[config.mk]
export PLATFORM = sky130hd
export DESIGN_NAME = ub_sequencer_flat
export DESIGN_NICKNAME = d
export VERILOG_FILES = /design/src/rtl/ub_seq_pkg.sv /design/src/rtl/ub_sequencer_if.sv /design/src/rtl/ub_addr_gen.sv /design/src/rtl/ub_sequencer.sv /design/src/flat_wrapper.sv
export SDC_FILE = /design/constraint.sdc
export NUM_CORES = 1
export LEC_CHECK = 0
export CORE_MARGIN = 4
export CORE_UTILIZATION = 40
export CTS_CLUSTER_DIAMETER = 50
export CTS_CLUSTER_SIZE = 8
export DETAILED_ROUTE_END_ITERATION = 8
export GPL_TIMING_DRIVEN = 0
export HOLD_SLACK_MARGIN = 0.06
export PLACE_DENSITY = 0.71
export SYNTH_ARGS = -nofsm -noshare
export SYNTH_HDL_FRONTEND = slang
export SYNTH_SLANG_ARGS = --single-unit
[constraint.sdc]
create_clock -name clk -period 7 [get_ports clk]
set_clock_uncertainty 0.05 [all_clocks]
set_input_delay 1.4 -clock clk [delete_from_list [all_inputs] [get_ports clk]]
set_output_delay 1.4 -clock clk [all_outputs]
set_load 0.01 [all_outputs]
[src/rtl/ub_seq_pkg.sv]
// Shared types and defaults for the unified-buffer command sequencer.
package ub_seq_pkg;

  localparam int TILE_DEF     = 4;
  localparam int MEM_SIZE_DEF = 32;

  typedef enum logic [1:0] {
    OP_NOP   = 2'd0,
    OP_LOAD  = 2'd1,
    OP_STORE = 2'd2,
    OP_RUN   = 2'd3
  } ub_op_e;

  typedef enum logic [2:0] {
    IDLE     = 3'd0,
    LOAD     = 3'd1,
    WAIT_ACC = 3'd2,
    STORE    = 3'd3,
    DONE     = 3'd4
  } ub_state_e;

endpackage

[src/rtl/ub_sequencer_if.sv]
// Command, input_setup, accumulator and UB-control signals of the sequencer.
interface ub_sequencer_if
  import ub_seq_pkg::*;
#(
  parameter int ADDR_W = 13,
  parameter int CNT_W  = 4
) ();

  // A command transfers on the clock edge where cmd_valid && cmd_ready are both high;
  // cmd_ready is high only while the sequencer is idle, and cmd_* must be stable while cmd_valid is high.
  logic              cmd_valid;
  logic              cmd_ready;
  ub_op_e            cmd_op;
  logic [ADDR_W-1:0] cmd_src;
  logic [ADDR_W-1:0] cmd_dst;
  logic [CNT_W-1:0]  cmd_tiles;
  logic              setup_ready;
  logic              setup_valid;
  logic              acc1_full;
  logic              acc2_full;
  logic              acc_clear;
  logic [ADDR_W-1:0] ub_addr;
  logic              ub_load_input;
  logic              ub_store;
  logic              busy;
  logic              done;
  logic              err;

  modport master (
    input  cmd_valid, cmd_op, cmd_src, cmd_dst, cmd_tiles,
    input  setup_ready, acc1_full, acc2_full,
    output cmd_ready, setup_valid, acc_clear, ub_addr, ub_load_input, ub_store,
    output busy, done, err
  );

  modport slave (
    output cmd_valid, cmd_op, cmd_src, cmd_dst, cmd_tiles,
    output setup_ready, acc1_full, acc2_full,
    input  cmd_ready, setup_valid, acc_clear, ub_addr, ub_load_input, ub_store,
    input  busy, done, err
  );

endinterface

[src/rtl/ub_addr_gen.sv]
// Latches the command, walks tile index k and forms base + TILE*k; also range-checks new commands.
module ub_addr_gen
  import ub_seq_pkg::*;
#(
  parameter int ADDR_W   = 13,
  parameter int CNT_W    = 4,
  parameter int TILE     = TILE_DEF,
  parameter int MEM_SIZE = MEM_SIZE_DEF
) (
  input  logic              clk,
  input  logic              reset,
  input  logic              latch,
  input  ub_op_e            cmd_op,
  input  logic [ADDR_W-1:0] cmd_src,
  input  logic [ADDR_W-1:0] cmd_dst,
  input  logic [CNT_W-1:0]  cmd_tiles,
  input  logic              inc,
  input  logic              clr,
  input  logic              sel_dst,
  output logic [ADDR_W-1:0] addr,
  output logic              last,
  output logic              range_err
);

  localparam int WW = ADDR_W + CNT_W + 4;
  localparam logic [ADDR_W-1:0] TILE_A = ADDR_W'(TILE);

  logic [ADDR_W-1:0] src_q, dst_q;
  logic [CNT_W-1:0]  tiles_q, k_q;
  logic [WW-1:0]     span, src_end, dst_end;
  logic              src_bad, dst_bad;

  always_ff @(posedge clk or posedge reset) begin
    if (reset) begin
      src_q   <= '0;
      dst_q   <= '0;
      tiles_q <= '0;
      k_q     <= '0;
    end else if (latch) begin
      src_q   <= cmd_src;
      dst_q   <= cmd_dst;
      tiles_q <= cmd_tiles;
      k_q     <= '0;
    end else if (clr) begin
      k_q <= '0;
    end else if (inc) begin
      k_q <= k_q + CNT_W'(1);
    end
  end

  assign addr = (sel_dst ? dst_q : src_q) + TILE_A * ADDR_W'(k_q);
  assign last = (k_q == tiles_q - CNT_W'(1));

  // Widened so a base near the top of the address space cannot wrap past the check.
  assign span    = WW'(TILE) * WW'(cmd_tiles);
  assign src_end = WW'(cmd_src) + span;
  assign dst_end = WW'(cmd_dst) + span;
  assign src_bad = src_end > WW'(MEM_SIZE);
  assign dst_bad = dst_end > WW'(MEM_SIZE);

  assign range_err = (((cmd_op == OP_LOAD) || (cmd_op == OP_RUN)) && src_bad) ||
                     (((cmd_op == OP_STORE) || (cmd_op == OP_RUN)) && dst_bad);

endmodule

[src/rtl/ub_sequencer.sv]
// Single-command UB controller: LOAD tiles to input_setup, STORE accumulator tiles, or RUN both.
module ub_sequencer
  import ub_seq_pkg::*;
#(
  parameter int ADDR_W   = 13,
  parameter int MEM_SIZE = MEM_SIZE_DEF,
  parameter int TILE     = TILE_DEF,
  parameter int CNT_W    = 4
) (
  input  logic           clk,
  input  logic           reset,
  ub_sequencer_if.master bus,
  output ub_state_e      state_dbg
);

  ub_state_e         state_q, state_d;
  ub_op_e            op_q;
  logic              latch, inc, clr, sel_dst, last, range_err;
  logic [ADDR_W-1:0] tile_addr, addr_q, addr_d;
  logic              load_q, load_d, store_q, store_d, clear_q, clear_d;
  logic              done_q, done_d, err_q, err_d;
  logic              ready_q, busy_q, valid_q;

  ub_addr_gen #(
    .ADDR_W(ADDR_W), .CNT_W(CNT_W), .TILE(TILE), .MEM_SIZE(MEM_SIZE)
  ) u_addr_gen (
    .clk      (clk),
    .reset    (reset),
    .latch    (latch),
    .cmd_op   (bus.cmd_op),
    .cmd_src  (bus.cmd_src),
    .cmd_dst  (bus.cmd_dst),
    .cmd_tiles(bus.cmd_tiles),
    .inc      (inc),
    .clr      (clr),
    .sel_dst  (sel_dst),
    .addr     (tile_addr),
    .last     (last),
    .range_err(range_err)
  );

  // The address generator only feeds strobes from LOAD (src) and WAIT_ACC (dst).
  assign sel_dst = (state_q == WAIT_ACC);

  always_comb begin
    state_d = state_q;
    latch   = 1'b0;
    inc     = 1'b0;
    clr     = 1'b0;
    addr_d  = addr_q;
    load_d  = 1'b0;
    store_d = 1'b0;
    clear_d = 1'b0;
    done_d  = 1'b0;
    err_d   = 1'b0;
    case (state_q)
      IDLE: begin
        if (bus.cmd_valid) begin
          latch = 1'b1;
          if (range_err)                                      err_d   = 1'b1;
          else if (bus.cmd_op == OP_NOP || bus.cmd_tiles == '0) done_d  = 1'b1;
          else if (bus.cmd_op == OP_STORE)                    state_d = WAIT_ACC;
          else                                                state_d = LOAD;
        end
      end
      LOAD: begin
        if (bus.setup_ready) begin
          load_d = 1'b1;
          addr_d = tile_addr;
          inc    = 1'b1;
          if (last) begin
            if (op_q == OP_RUN) begin
              clr     = 1'b1;
              state_d = WAIT_ACC;
            end else begin
              state_d = DONE;
            end
          end
        end
      end
      WAIT_ACC: begin
        if (bus.acc1_full && bus.acc2_full) begin
          store_d = 1'b1;
          clear_d = 1'b1;
          addr_d  = tile_addr;
          state_d = STORE;
        end
      end
      STORE: begin
        inc     = 1'b1;
        state_d = last ? DONE : WAIT_ACC;
      end
      DONE: begin
        done_d  = 1'b1;
        state_d = IDLE;
      end
      default: state_d = IDLE;
    endcase
  end

  always_ff @(posedge clk or posedge reset) begin
    if (reset) begin
      state_q <= IDLE;
      op_q    <= OP_NOP;
      addr_q  <= '0;
      load_q  <= 1'b0;
      store_q <= 1'b0;
      clear_q <= 1'b0;
      done_q  <= 1'b0;
      err_q   <= 1'b0;
      ready_q <= 1'b1;
      busy_q  <= 1'b0;
      valid_q <= 1'b0;
    end else begin
      state_q <= state_d;
      if (latch) op_q <= bus.cmd_op;
      addr_q  <= addr_d;
      load_q  <= load_d;
      store_q <= store_d;
      clear_q <= clear_d;
      done_q  <= done_d;
      err_q   <= err_d;
      ready_q <= (state_d == IDLE);
      busy_q  <= (state_d != IDLE);
      valid_q <= load_q;
    end
  end

  assign bus.cmd_ready     = ready_q;
  assign bus.busy          = busy_q;
  assign bus.ub_addr       = addr_q;
  assign bus.ub_load_input = load_q;
  assign bus.ub_store      = store_q;
  assign bus.acc_clear     = clear_q;
  assign bus.setup_valid   = valid_q;
  assign bus.done          = done_q;
  assign bus.err           = err_q;
  assign state_dbg         = state_q;

endmodule

[src/flat_wrapper.sv]
// flat-port wrapper written by rule: the top's interface ports become plain ports
module ub_sequencer_flat import ub_seq_pkg::*;
#(
  parameter int ADDR_W   = 13,
  parameter int MEM_SIZE = MEM_SIZE_DEF,
  parameter int TILE     = TILE_DEF,
  parameter int CNT_W    = 4
)
  (clk, reset, state_dbg, bus_cmd_valid, bus_cmd_op, bus_cmd_src, bus_cmd_dst, bus_cmd_tiles, bus_setup_ready, bus_acc1_full, bus_acc2_full, bus_cmd_ready, bus_setup_valid, bus_acc_clear, bus_ub_addr, bus_ub_load_input, bus_ub_store, bus_busy, bus_done, bus_err);
  ub_sequencer_if #(.ADDR_W(ADDR_W), .CNT_W(CNT_W)) bus_i ();
  input  logic clk;
  input  logic reset;
  output ub_state_e state_dbg;
  input wire logic [$bits(bus_i.cmd_valid)-1:0] bus_cmd_valid;
  input wire logic [$bits(bus_i.cmd_op)-1:0] bus_cmd_op;
  input wire logic [$bits(bus_i.cmd_src)-1:0] bus_cmd_src;
  input wire logic [$bits(bus_i.cmd_dst)-1:0] bus_cmd_dst;
  input wire logic [$bits(bus_i.cmd_tiles)-1:0] bus_cmd_tiles;
  input wire logic [$bits(bus_i.setup_ready)-1:0] bus_setup_ready;
  input wire logic [$bits(bus_i.acc1_full)-1:0] bus_acc1_full;
  input wire logic [$bits(bus_i.acc2_full)-1:0] bus_acc2_full;
  output wire logic [$bits(bus_i.cmd_ready)-1:0] bus_cmd_ready;
  output wire logic [$bits(bus_i.setup_valid)-1:0] bus_setup_valid;
  output wire logic [$bits(bus_i.acc_clear)-1:0] bus_acc_clear;
  output wire logic [$bits(bus_i.ub_addr)-1:0] bus_ub_addr;
  output wire logic [$bits(bus_i.ub_load_input)-1:0] bus_ub_load_input;
  output wire logic [$bits(bus_i.ub_store)-1:0] bus_ub_store;
  output wire logic [$bits(bus_i.busy)-1:0] bus_busy;
  output wire logic [$bits(bus_i.done)-1:0] bus_done;
  output wire logic [$bits(bus_i.err)-1:0] bus_err;
  assign bus_i.cmd_valid = bus_cmd_valid;
  assign bus_i.cmd_op = bus_cmd_op;
  assign bus_i.cmd_src = bus_cmd_src;
  assign bus_i.cmd_dst = bus_cmd_dst;
  assign bus_i.cmd_tiles = bus_cmd_tiles;
  assign bus_i.setup_ready = bus_setup_ready;
  assign bus_i.acc1_full = bus_acc1_full;
  assign bus_i.acc2_full = bus_acc2_full;
  assign bus_cmd_ready = bus_i.cmd_ready;
  assign bus_setup_valid = bus_i.setup_valid;
  assign bus_acc_clear = bus_i.acc_clear;
  assign bus_ub_addr = bus_i.ub_addr;
  assign bus_ub_load_input = bus_i.ub_load_input;
  assign bus_ub_store = bus_i.ub_store;
  assign bus_busy = bus_i.busy;
  assign bus_done = bus_i.done;
  assign bus_err = bus_i.err;
  ub_sequencer #(.ADDR_W(ADDR_W), .MEM_SIZE(MEM_SIZE), .TILE(TILE), .CNT_W(CNT_W)) u_core (.clk(clk), .reset(reset), .bus(bus_i), .state_dbg(state_dbg));
endmodule
* Yosys cells after proc, flatten, opt, wreduce, memory -nomap -nowiden
Index checks and enable logic that the tools add are counted.
** Storage, ports and cells
- Register bits :: 59
- Logic and storage cells :: 82
** Cells by class
- Reduce and logical (&&, ||, !) cells :: 15
- $lt $le $gt $ge :: 2
- Equality and inequality tests :: 11
- Add/sub/neg operators :: 5
- Multiplexer cells :: 35
** Operator list (count)
- $mux 13 :: 3
- $add 13x6->14 :: 2
- $gt 14x6->1 const B :: 2
- $pmux 13 s2 :: 1
- $mux 3 :: 8
- $mux 1 :: 16
- $add 13x6->13 :: 1
- $mux 4 :: 3
- $pmux 3 s4 :: 1
- $eq 2x2->1 const B :: 3
- $eq 3x2->1 const B :: 2
- $logic_not 3->1 :: 2
- $reduce_bool 3->1 :: 2
- $add 4x1->4 const B :: 1
- $eq 4x4->1 :: 1
- $logic_not 4->1 :: 1
- $logic_or 1x1->1 :: 4
- $pmux 1 s2 :: 2
- $sub 4x1->4 const B :: 1
- $eq 3x1->1 const B :: 1
- $eq 3x3->1 const B :: 1
- $logic_and 1x1->1 :: 3
- $reduce_and 3->1 :: 1
- $eq 2x1->1 const B :: 1
- other kinds (5) :: 5

* Longest topological paths before layout
Gate-level depths: netlist of run 1.
- Depth in word-level cells :: 8
- Gate-level depth with buffers :: 12
- Depth with buffers taken out :: 10

* Modules after synthesis
Synthesis of run 1 repeated with hierarchy kept, for this count alone.
** Unflattened totals
- Cells, all modules :: 293
- Area total of the unflattened synthesis :: 3440.8 µm²
** Modules (own cells, without submodules)
- ub_addr_gen :: seq. area each 850.8 µm², cells an instance 213, area an instance 2317.2 µm², times used 1
- ub_sequencer :: seq. area each 626.9 µm², cells an instance 80, area an instance 1123.6 µm², times used 1

* Least setup slack after synthesis of run 1
OpenSTA, ideal clock, no wires.
- Kind :: input port to flip-flop
- Start point :: input port bus_cmd_tiles[0]
- End point :: register u_core.ready_q (netlist: u_core.bus.cmd_ready)
- Arrival :: 3.578 ns
- Setup time :: 0.078 ns
- Stages :: 9
- Slack :: 3.294 ns
- Cells stage by stage :: ha_1 inv_1 fa_1 or4b_1 nand2b_1 a221o_1 or3_1 and4b_1 and2_1
** Between the ends
- Longest elaborated chain between the ends :: 8
- Elaborated cells between the ends (all ways) :: 14
- Those cells by class :: 2 x add/sub; 2 x order compare; 4 x mux; 6 x reduce/logical
** RTL lines
- start: declaration :: line flat_wrapper.sv:18 : input wire logic [$bits(bus_i.cmd_tiles)-1:0] bus_cmd_tiles;
- $add 13x6->14 (on tied branches) :: line ub_addr_gen.sv:56, ub_addr_gen.sv:57
- $gt 14x6->1 (on tied branches) :: line ub_addr_gen.sv:58, ub_addr_gen.sv:59
- $logic_and 1x1->1 (on tied branches) :: line ub_addr_gen.sv:61, ub_addr_gen.sv:62
- $logic_or 1x1->1 :: line ub_addr_gen.sv:61 : assign range_err = (((cmd_op == OP_LOAD) || (cmd_op == OP_RUN)) && src_bad) ||
- $mux 3 * :: line ub_sequencer.sv:60 : if (range_err) err_d = 1'b1;
- $mux 3 * :: line ub_sequencer.sv:58 : if (bus.cmd_valid) begin
- $pmux 3 s4 * :: line ub_sequencer.sv:56 : case (state_q)
- $logic_not 3->1 * :: line ub_sequencer.sv:123 : ready_q <= (state_d == IDLE);
- end signal: assignment :: line ub_sequencer.sv:123
- end: declaration :: line ub_sequencer.sv:22 : logic ready_q, busy_q, valid_q;
Mark *: on every way between the ends. The rest lies on a longest branch, timed or not.
A chain may end at the register's enable or synchronous reset.

* Worst setup path after layout of run 1
Same ends and word-level chain as after synthesis.

==> results of run 1 <==
## flip-flops by register name, summed over array words and instances, names as in the netlist, 2 cells and up
name / cells
u_core.u_addr_gen.k_q: 4
u_core.u_addr_gen.src_q: 13
u_core.u_addr_gen.tiles_q: 4
u_core.state_dbg: 3
u_core.op_q: 2
u_core.u_addr_gen.dst_q: 13
u_core.bus.ub_addr: 13
## report_power, final
part / switching, uW / internal, uW
combinational: 203 / 245
sequential: 68.3 / 446
clock: 126 / 134
## synth_stat cells (all sizes together) (3+ instances only)
| cell | number | area share, % |
|---|---|---|
| dfrtp | 58 | 45 |
| mux2 | 34 | 12 |
| nand2 | 28 | 3.3 |
| o21ai | 18 | 2.8 |
| nor2 | 17 | 2.0 |
| inv | 15 | 1.8 |
| ha | 14 | 5.5 |
| xor2 | 12 | 3.3 |
| xnor2 | 10 | 2.7 |
| mux2i | 9 | 2.8 |
| a21oi | 7 | 1.1 |
| clkbuf | 6 | 0.70 |
| and3 | 5 | 0.98 |
| nand2b | 5 | 0.98 |
| a21o | 4 | 0.94 |
| buf | 4 | 0.70 |
| nand3 | 4 | 0.62 |
| nor3 | 4 | 0.62 |
| nor4 | 4 | 0.78 |
| fa | 3 | 1.9 |
| nand4 | 3 | 0.59 |
| nor2b | 3 | 0.59 |
| nor3b | 3 | 1.1 |
## placed cells by master, fill, tap and decap left out, types with 10 or more instances in the layout
| master | n |
|---|---|
| sky130_fd_sc_hd__nor2_1 | 17 |
| sky130_fd_sc_hd__nand2_1 | 28 |
| sky130_fd_sc_hd__xnor2_1 | 10 |
| sky130_fd_sc_hd__mux2_2 | 34 |
| sky130_fd_sc_hd__clkdlybuf4s50_1 | 61 |
| sky130_fd_sc_hd__xor2_1 | 12 |
| sky130_fd_sc_hd__ha_1 | 14 |
| sky130_fd_sc_hd__clkbuf_8 | 10 |
| sky130_fd_sc_hd__o21ai_0 | 15 |
| sky130_fd_sc_hd__inv_1 | 14 |
| sky130_fd_sc_hd__dfrtp_1 | 58 |
## worst paths after layout
| path | startpoint | end | slack [ps] |
|---|---|---|---|
| max | bus_cmd_tiles[0] | u_core.bus.cmd_ready | 2840 |
| min | u_core.bus.ub_load_input | u_core.bus.setup_valid | 320 |
| max reg2reg | u_core.state_dbg[2] | u_core.bus.ub_addr[10] | 3040 |
| min reg2reg | u_core.bus.ub_load_input | u_core.bus.setup_valid | 320 |
| max in group asynchronous | reset | u_core.u_addr_gen.tiles_q[0] | 4920 |
| min in group asynchronous | reset | u_core.op_q[0] | 1400 |
## area by class of cell
class	count	area, sq um
multi-input combinational	210	1630
fill	704	3640
buffer	10	45.0
timing repair buffer	62	631
clock inverter	3	15.0
tap	102	128
sequential	59	1480
inverter	15	56.3
clock buffer	12	145
## logic make-up after synthesis
kind of cell,after synthesis,synth area share (%)
multiplexers,43,14.8
flip-flops,59,46.1
buffers and inverters,25,3.16
adder cells (fa/ha/maj),17,7.34
XOR/XNOR,22,6.01
AND/OR/NAND/NOR,87,14.7
AO/OA/AOI/OAI,41,7.92
## routing by layer
metal	vias to the layer above	global-route usage, %	wire length, um
met5	-	0	0
met4	0	5.11	85
met3	7	4.02	347
met2	58	25.4	3410
met1	1150	21.6	3380
li1	1175	-	-
## stage by stage
step                cells  instance area (sq um)
floorplan             294                   3210
global placement      457                   3940
detailed placement    458                   3960
CTS                   473                   4120
global route          473                   4120
finish                473                   4120
## critical path, cell delays in order
cell and delay (ps):
sky130_fd_sc_hd__clkdlybuf4s50_1 570, sky130_fd_sc_hd__ha_1 210, sky130_fd_sc_hd__inv_1 60, sky130_fd_sc_hd__fa_1 470, sky130_fd_sc_hd__or4b_1 460, sky130_fd_sc_hd__nand2b_1 170, sky130_fd_sc_hd__a221o_1 330, sky130_fd_sc_hd__or3_1 350
sky130_fd_sc_hd__and4b_1 210, sky130_fd_sc_hd__and2_1 150
==> Implementation_results.wiki, run 1 <==
{| class="wikitable"
! Metric !! Value
|-
| Run status || finished, final reports clean
|-
| Fin crit period || about 4200 ps
|-
| Distinct cells, synth || between 40 and 50
|-
| Die X || around 100 um
|-
| Post-layout power || approximately 1200 uW
|-
| Number of enable-type register cells in the synthesized netlist || 0
|-
| Final hold violation count || 0
|-
| Area of the die || approximately 9500 sq um
|-
| CTS root buf || sky130_fd_sc_hd__clkbuf_8
|-
| Final routed wirelength across all metal layers || just over 7000 um
|-
| First-pass detailed-route iteration total || 4
|-
| MaxCap Viol Count || 0
|-
| Number of register bits inferred by synthesis || between 50 and 60
|-
| Chip Height || just under 100 um
|-
| WS Path Type || input port to register
|-
| Detail-routed via count per cell || 5.05
|-
| Placement Rows || 32
|-
| Syn Nets || roughly 350
|-
| Utilization of the core after routing || 53.1%
|-
| Startpoint kind of the worst setup timing path || input port
|-
| Max rail drop VDD || just under 0.1 mV
|-
| Post-synthesis cell count || slightly below 300
|-
| Number of gates given a new drive strength after cts || 0
|-
| P&R area growth vs syn || 28.6%
|-
| Drt drc || 0
|-
| CTS clock-pin slew for the worst setup and hold paths || around 60 ps
|-
| Clock buffer count from CTS || 9
|-
| Number of nets in the final layout || between 400 and 500
|-
| Skew-Pair Late Insertion Delay || around 330 ps
|-
| Number of buffers added on ports || 61
|-
| Final-report max-slew violation count || 0
|-
| Crit path required time || slightly above 7000 ps
|-
| Number of antenna cells inserted || 0
|-
| CORE AREA || between 7000 and 8000 sq um
|-
| GP Congestion || just under 0.8
|-
| Most used flip-flop cell after synthesis || sky130_fd_sc_hd__dfrtp_1
|-
| Period utilization || between 50 and 60%
|-
| HPWL after detailed placement || approximately 5800 um
|-
| Total standard cell area after synthesis || 3210 sq um
|-
| Top-Level Pins || 62
|-
| CP Data Arrival Time || 4370 ps
|-
| Share of cells above drive strength 1 || between 10% and 20%
|-
| Hold_ws || ~320 ps
|-
| Transition time at the pin with the least slew margin || just under 700 ps
|-
| Fraction of registers with async set/reset || 100%
|-
| Synth warnings || 0
|-
| Worst hold path cell count || 0
|-
| Number of antenna violations at the first check in global routing || 0
|-
| Total routing resource utilization after global routing || about 16%
|-
| Hold crit path type || register to register
|-
| CTS tree || yes
|-
| Largest fanout of any net on the critical path || 4
|-
| Antenna-violating nets left || 0
|-
| Sum of overflow across all layers after global routing || 0
|-
| Maximum number of pins on one net before global-route repair || 34
|-
| Worst slack after detailed placement || around 2500 ps
|-
| Number of buffers added for setup after CTS || 0
|-
| Relative slew slack || between 50% and 60%
|-
| Final worst-path setup slack || approximately 2800 ps
|-
| Total setup violations reported at the end of the flow || 0
|-
| Initial standard-cell utilization of the core || ~41%
|-
| PD cells || between 200 and 300 nW/um^2
|-
| Sink count of the clock tree || 59
|-
| Mean instance size in the synthesized netlist || about 11 sq um
|-
| Global-route wire length before repair || around 12,000 um
|-
| Number of H-tree levels || 3
|-
| Maximum buffer depth of the clock tree || 2
|-
| Setup TNS || 0 ps
|-
| Setup repair after global routing missed its margin || false
|-
| Routed length per placed instance || 15.3 um
|-
| Maximum frequency from static timing analysis || 240 MHz
|-
| Number of buffers inserted for hold repair after clock tree synthesis || 0
|-
| Vias || 2,390
|-
| Count of cells along the worst register-to-register path || 12
|-
| Starting DRT DRC Count || 60
|-
| Vias in the first global route || ~2,400
|-
| Sequential share of the synthesized area || between 40% and 50%
|-
| Kind of end point of the critical path || register
|-
| Static Leak || around 0.0018 uW
|}
No activity file was read; power rests on OpenSTA's default activity.
==> inputs of run 2 (changes only) <==
- PLACE_DENSITY: 0.71 -> 0.74
- clock period: 7 -> 3.45 ns (I/O delays scaled with it)
==> run 2 against run 1 <==
  * Worst setup slack worse by 2700 ps
  * Worst hold slack better by 4.0 ps
  * Flip-flop and latch count did not move
  * Core utilization is 1.1 points higher
  * Clock power increased by 130%
  * Via count increased by 1.5%
  * Critical path type unchanged
  * Critical endpoint unchanged
  * Highest routed layer unchanged
==> Implementation_results.wiki, run 2 (same netlist as run 1, synthesis figures left out) <==
{| class="wikitable"
! Metric !! Value
|-
| Relative slew slack || between 50% and 60%
|-
| Sum of overflow across all layers after global routing || 0
|-
| Setup repair after global routing missed its margin || false
|-
| MaxCap Viol Count || 0
|-
| Number of placed cells counting well taps || 458
|-
| Kind of end point of the critical path || register
|-
| Sink count of the clock tree || 59
|-
| Run status || finished, final reports clean
|-
| Maximum frequency from static timing analysis || around 300 MHz
|-
| Final routed wirelength across all metal layers || between 7000 and 8000 um
|-
| Maximum buffer depth of the clock tree || 2
|-
| Hold crit path type || register to register
|-
| Non-Filler Instances || ~480
|-
| Area of the die || about 9500 sq um
|-
| Final-report max-slew violation count || 0
|-
| Top-Level Pins || a little over 60
|-
| Starting DRT DRC Count || between 100 and 150
|-
| Global-route wire length before repair || about 13,000 um
|-
| Number of nets in the final layout || between 400 and 500
|-
| CORE AREA || ~7800 sq um
|-
| Transition time at the pin with the least slew margin || about 700 ps
|-
| Number of buffers added on ports || just over 60
|-
| Number of H-tree levels || 3
|-
| Total area of sequential cells || between 1000 and 1500 sq um
|-
| Detail-routed via count per cell || 5.08
|-
| Skew-Pair Late Insertion Delay || 340 ps
|-
| PD cells || approximately 600 nW/um^2
|-
| First-pass detailed-route iteration total || 4
|-
| Die X || 97.5 um
|-
| CTS tree || yes
|-
| Total setup violations reported at the end of the flow || 0
|-
| GP Congestion || 0.799
|-
| Initial standard-cell utilization of the core || 41.3%
|-
| Share of cells above drive strength 1 || 16.8%
|-
| Number of antenna violations at the first check in global routing || 0
|-
| Antenna-violating nets left || 0
|-
| Vias || approximately 2,400
|-
| Crit path required time || 3680 ps
|-
| Max rail drop VDD || between 0.2 and 0.25 mV
|-
| Chip Height || around 100 um
|-
| Fin crit period || between 3000 and 4000 ps
|-
| P&R area growth vs syn || 31.3%
|-
| Total routing resource utilization after global routing || 16.8%
|-
| Hold_ws || 329 ps
|-
| CP Data Arrival Time || between 3000 and 4000 ps
|-
| Routed length per placed instance || 15.8 um
|-
| Number of antenna cells inserted || 0
|-
| Most common cell after layout, fill and taps aside || sky130_fd_sc_hd__clkdlybuf4s50_1
|-
| CTS clock-pin slew for the worst setup and hold paths || around 60 ps
|-
| Drt drc || 0
|-
| Critical Path Start || bus_cmd_dst[2]
|-
| WS Path Type || input port to register
|-
| Setup TNS || 0 ps
|-
| CTS root buf || sky130_fd_sc_hd__clkbuf_8
|-
| Beginning of the worst hold path || u_core.bus.ub_load_input
|-
| Final worst-path setup slack || 143 ps
|-
| Startpoint of the worst-slack reg-to-reg timing path || u_core.state_dbg[0]
|-
| Clock buffer count from CTS || 9
|-
| Maximum number of pins on one net before global-route repair || 37
|-
| Largest fanout of any net on the critical path || 2
|-
| FILL cells || just under 700
|-
| Static Leak || 0.00185 uW
|-
| Multi-input gate area || ~1600 sq um
|-
| Period utilization || 95.8%
|-
| Final hold violation count || 0
|-
| HPWL after detailed placement || 5850 um
|-
| Startpoint kind of the worst setup timing path || input port
|-
| Vias in the first global route || approximately 2,600
|-
| Worst slack after detailed placement || -378 ps
|-
| Highest-count cells in the layout ignoring fill and taps || sky130_fd_sc_hd__clkdlybuf4s50_1, sky130_fd_sc_hd__dfrtp_1, sky130_fd_sc_hd__mux2_2
|-
| Placement Rows || 32
|}
run 2: what timing repair did:
| action | 4_1_cts | 5_1_grt |
|---|---|---|
| pin swaps | 1 | 2 |
| setup endpoints to repair | 3 | 5 |
| cloned | 0 | 0 |
| gates resized for setup | 3 | 4 |
| hold endpoints to repair | 0 | 0 |
| hold buffers | 0 | 0 |
| setup buffers | 1 | 3 |
run 2: per-stage QoR:
stage / total power (uW) / instance area (sq um) / util (%)
finish: 2570 / 4210 / 54.2
global route: 2740 / 4210 / 54.2
CTS: 2590 / 4180 / 53.8
detailed placement: 1980 / 3970 / 51.1
global placement: 1940 / 3950 / 50.8
floorplan: 1580 / 3210 / -
run 2: worst max-delay path, stage by stage:
cell                              delay [ps]
sky130_fd_sc_hd__clkdlybuf4s50_1         480
sky130_fd_sc_hd__ha_1                    170
sky130_fd_sc_hd__inv_1                    50
sky130_fd_sc_hd__fa_1                    470
sky130_fd_sc_hd__or4b_1                  440
sky130_fd_sc_hd__nand2b_1                160
sky130_fd_sc_hd__a221o_1                 340
sky130_fd_sc_hd__or3_1                   360
sky130_fd_sc_hd__and4b_1                 220
sky130_fd_sc_hd__and2_1                  150
run 2: final timing paths:
path	endpoint	depth (start not counted)	slack [ps]
min in group asynchronous	u_core.u_addr_gen.src_q[5]	2	660
hold / removal	u_core.bus.setup_valid	0	330
setup reg to reg	u_core.bus.ub_addr[10]	12	190
setup / recovery	u_core.bus.cmd_ready	10	140
max in group asynchronous	u_core.bus.cmd_ready	3	2070
hold reg to reg	u_core.bus.setup_valid	0	330
run 2: layout make-up:
| cell class | instances | area share [%] |
|---|---|---|
| inverters | 15 | 1.34 |
| well taps | 102 | 3.03 |
| repair buffers | 66 | 15.8 |
| clock buffers | 15 | 4.43 |
| plain buffers | 9 | 1.19 |
| clock inverters | 1 | 0.119 |
| multi-input cells | 210 | 39.0 |
| flip-flops and latches | 59 | 35.1 |
run 2: layer usage:
layer  part of all wire [%]  vias to the layer above  global-route usage, %
met1                     46                     1157                   22.5
met5                      0                        -                      0
li1                       -                     1186                      -
met3                    4.7                       14                   3.66
met4                    2.1                        0                   7.24
met2                     47                       68                   26.0
run 2: where the power goes:
part / internal, uW / switching, uW
clock network: 339 / 261
logic: 507 / 422
registers: 905 / 137
total: 1750 / 820
==> inputs of run 3 (changes only) <==
- PLACE_DENSITY: 0.74 -> 0.71
- clock period: 3.45 -> 3.85 ns (I/O delays scaled with it)
==> run 3 against run 2 <==
  * Worst setup slack better by 130 ps
  * Die area unchanged
  * Cell count shrank 0.63%
  * Via count is 0.62% lower
  * Flip-flop and latch count unchanged
  * Global-route usage shrank 0.52 points
  * Combinational power down 12%
  * Worst hold slack lost 3.6 ps
  * Largest cell class unchanged
  * Highest routed layer unchanged
==> Implementation_results.wiki, run 3 (same netlist as run 1, synthesis figures left out) <==
{| class="wikitable"
! Metric !! Value
|-
| Routed length per placed instance || 15.5 um
|-
| Slowest cell on the critical path || sky130_fd_sc_hd__fa_1
|-
| Crit path required time || around 4000 ps
|-
| Share of cells above drive strength 1 || ~16%
|-
| Worst hold path cell count || 0
|-
| Vias in the first global route || 2,374
|-
| Drt drc || 0
|-
| Area of the die || around 9500 sq um
|-
| Final hold violation count || 0
|-
| Maximum frequency from static timing analysis || about 280 MHz
|-
| Global-route wire length before repair || approximately 12,000 um
|-
| Critical R2R Capture || u_core.bus.ub_addr[10]
|-
| CP Data Arrival Time || approximately 3800 ps
|-
| PD cells || 540 nW/um^2
|-
| Vias || roughly 2,400
|-
| Non-Filler Instances || about 470
|-
| Count of cells along the worst register-to-register path || 12
|-
| Dominant delay contributor by cell family on the critical path || compound AO/OA/AOI/OAI gates
|-
| CORE AREA || about 7800 sq um
|-
| FILL cells || around 700
|-
| Static Leak || approximately 0.0018 uW
|-
| Run status || finished, final reports clean
|-
| Transition time at the pin with the least slew margin || 678 ps
|-
| Total routing resource utilization after global routing || between 15 and 20%
|-
| Number of H-tree levels || 3
|-
| Hold_ws || between 300 and 400 ps
|-
| Number of antenna violations at the first check in global routing || 0
|-
| CTS clock-pin slew for the worst setup and hold paths || approximately 60 ps
|-
| Clock buffer count from CTS || 9
|-
| First-pass detailed-route iteration total || 4
|-
| GP Congestion || approximately 0.8
|-
| Startpoint kind of the worst setup timing path || register
|-
| Number of antenna cells inserted || 0
|-
| Fin crit period || between 3000 and 4000 ps
|-
| Setup repair after global routing missed its margin || false
|-
| Fin area || approximately 4100 sq um
|-
| Final routed wirelength across all metal layers || 7330 um
|-
| P&R area growth vs syn || 29.0%
|-
| Maximum buffer depth of the clock tree || 2
|-
| Period utilization || between 90% and 100%
|-
| Beginning of the worst hold path || u_core.bus.ub_load_input
|-
| HPWL after detailed placement || 5780 um
|-
| CTS root buf || sky130_fd_sc_hd__clkbuf_8
|-
| Highest-count cells in the layout ignoring fill and taps || sky130_fd_sc_hd__clkdlybuf4s50_1, sky130_fd_sc_hd__dfrtp_1, sky130_fd_sc_hd__mux2_2
|-
| Post-layout power || 2230 uW
|-
| MaxCap Viol Count || 0
|-
| Total setup violations reported at the end of the flow || 0
|-
| Relative slew slack || about 55%
|-
| Antenna-violating nets left || 0
|-
| Most common cell after layout, fill and taps aside || sky130_fd_sc_hd__clkdlybuf4s50_1
|-
| Terminating pin of the worst hold path || u_core.bus.setup_valid
|-
| Number of nets in the final layout || roughly 420
|-
| Worst-case register-to-register setup slack || between 200 and 300 ps
|-
| Sink count of the clock tree || 59
|-
| Starting DRT DRC Count || 70
|-
| Chip Height || just under 100 um
|-
| Number of placed cells counting well taps || ~460
|-
| Detail-routed via count per cell || around 5.1
|-
| Maximum number of pins on one net before global-route repair || 34
|-
| Startpoint of the worst-slack reg-to-reg timing path || u_core.state_dbg[2]
|-
| Max rail drop VDD || between 0.15 and 0.2 mV
|-
| Die X || 97.5 um
|-
| Initial standard-cell utilization of the core || approximately 41%
|-
| Hold crit path type || register to register
|-
| Kind of end point of the critical path || register
|-
| Final-report max-slew violation count || 0
|-
| Buf+Inv Stages, Crit Path || 2
|-
| Sum of overflow across all layers after global routing || 0
|-
| WS Path Type || register to register
|-
| Maximum cell stage delay along the critical path || about 410 ps
|-
| Largest fanout of any net on the critical path || 10
|-
| Number of buffers added on ports || 61
|-
| Post-place instance area || 3960 sq um
|-
| Number of buffers inserted for hold repair after clock tree synthesis || 0
|-
| Top-Level Pins || 62
|-
| Skew-Pair Late Insertion Delay || 340 ps
|-
| Cell-by-cell listing of the critical path || clkbuf_1, nor3b_4, buf_2, mux2_2, ha_1, fa_1, a21o_1, a21oi_2, nor3b_1, xor2_1, and3_1, a221o_1
|-
| CTS tree || yes
|-
| Placement Rows || 32
|}
==> run 3: how the worst max path moves through the flow <==
stage,from,cells past startpoint,to
2_1_floorplan,u_core.state_dbg[2],12,u_core.bus.ub_addr[10]
3_3_place_gp,u_core.state_dbg[2],12,u_core.bus.ub_addr[10]
3_5_place_dp,u_core.state_dbg[2],12,u_core.bus.ub_addr[10]
4_1_cts,u_core.state_dbg[2],12,u_core.bus.ub_addr[10]
5_1_grt,u_core.state_dbg[2],12,u_core.bus.ub_addr[10]
6_report,u_core.state_dbg[2],12,u_core.bus.ub_addr[10]
==> run 3: what timing repair did <==
action                     CTS  global route
setup endpoints to repair    1             1
gates cloned                 0             0
resized for setup            0             1
pin swaps                    1             0
setup buffers                1             0
==> run 3: layer usage <==
| layer | GRT usage [%] | vias up | share of wire [%] |
|---|---|---|---|
| met2 | 25.7 | 63 | 47 |
| met3 | 4.02 | 8 | 5.1 |
| met4 | 5.11 | 0 | 1.2 |
| met1 | 21.9 | 1160 | 46 |
| met5 | 0 | - | 0 |
| li1 | - | 1179 | - |
==> run 3: worst reg2reg max path, stage by stage, from the launching register on <==
cell	delay (ps)
sky130_fd_sc_hd__dfrtp_1	370
sky130_fd_sc_hd__clkbuf_1	220
sky130_fd_sc_hd__nor3b_4	290
sky130_fd_sc_hd__buf_2	330
sky130_fd_sc_hd__mux2_2	410
sky130_fd_sc_hd__ha_1	220
sky130_fd_sc_hd__fa_1	410
sky130_fd_sc_hd__a21o_1	190
sky130_fd_sc_hd__a21oi_2	270
sky130_fd_sc_hd__nor3b_1	110
sky130_fd_sc_hd__xor2_1	170
sky130_fd_sc_hd__and3_1	180
sky130_fd_sc_hd__a221o_1	250
==> run 3: final cells by class <==
cell class              count  area (sq um)  share of cell area (%)
clock inverters             3          15.0                   0.363
multi-input cells         210          1630                    39.4
plain buffers              10          45.0                    1.09
inverters                  15          56.3                    1.36
flip-flops and latches     59          1480                    35.7
repair buffers             63           638                    15.4
clock buffers              12           145                    3.51
well taps                 102           128                    3.09
==> run 3: report_power, final <==
group	internal (uW)	switching, uW	total (uW)
combinational	448	374	822
clock	244	231	476
sequential	811	123	934
==> run 3: metrics by stage <==
| stage | utilization [%] | TNS, ps | setup slack [ps] |
|---|---|---|---|
| final | 53.2 | 0 | 269 |
| after global routing | 53.2 | 0 | 109 |
| after CTS | 53.2 | 0 | 127 |
| after detailed placement | 51.0 | -114 | -101 |
| after global placement | 50.8 | -76.5 | -76.5 |
| after floorplan | - | 0 | 331 |
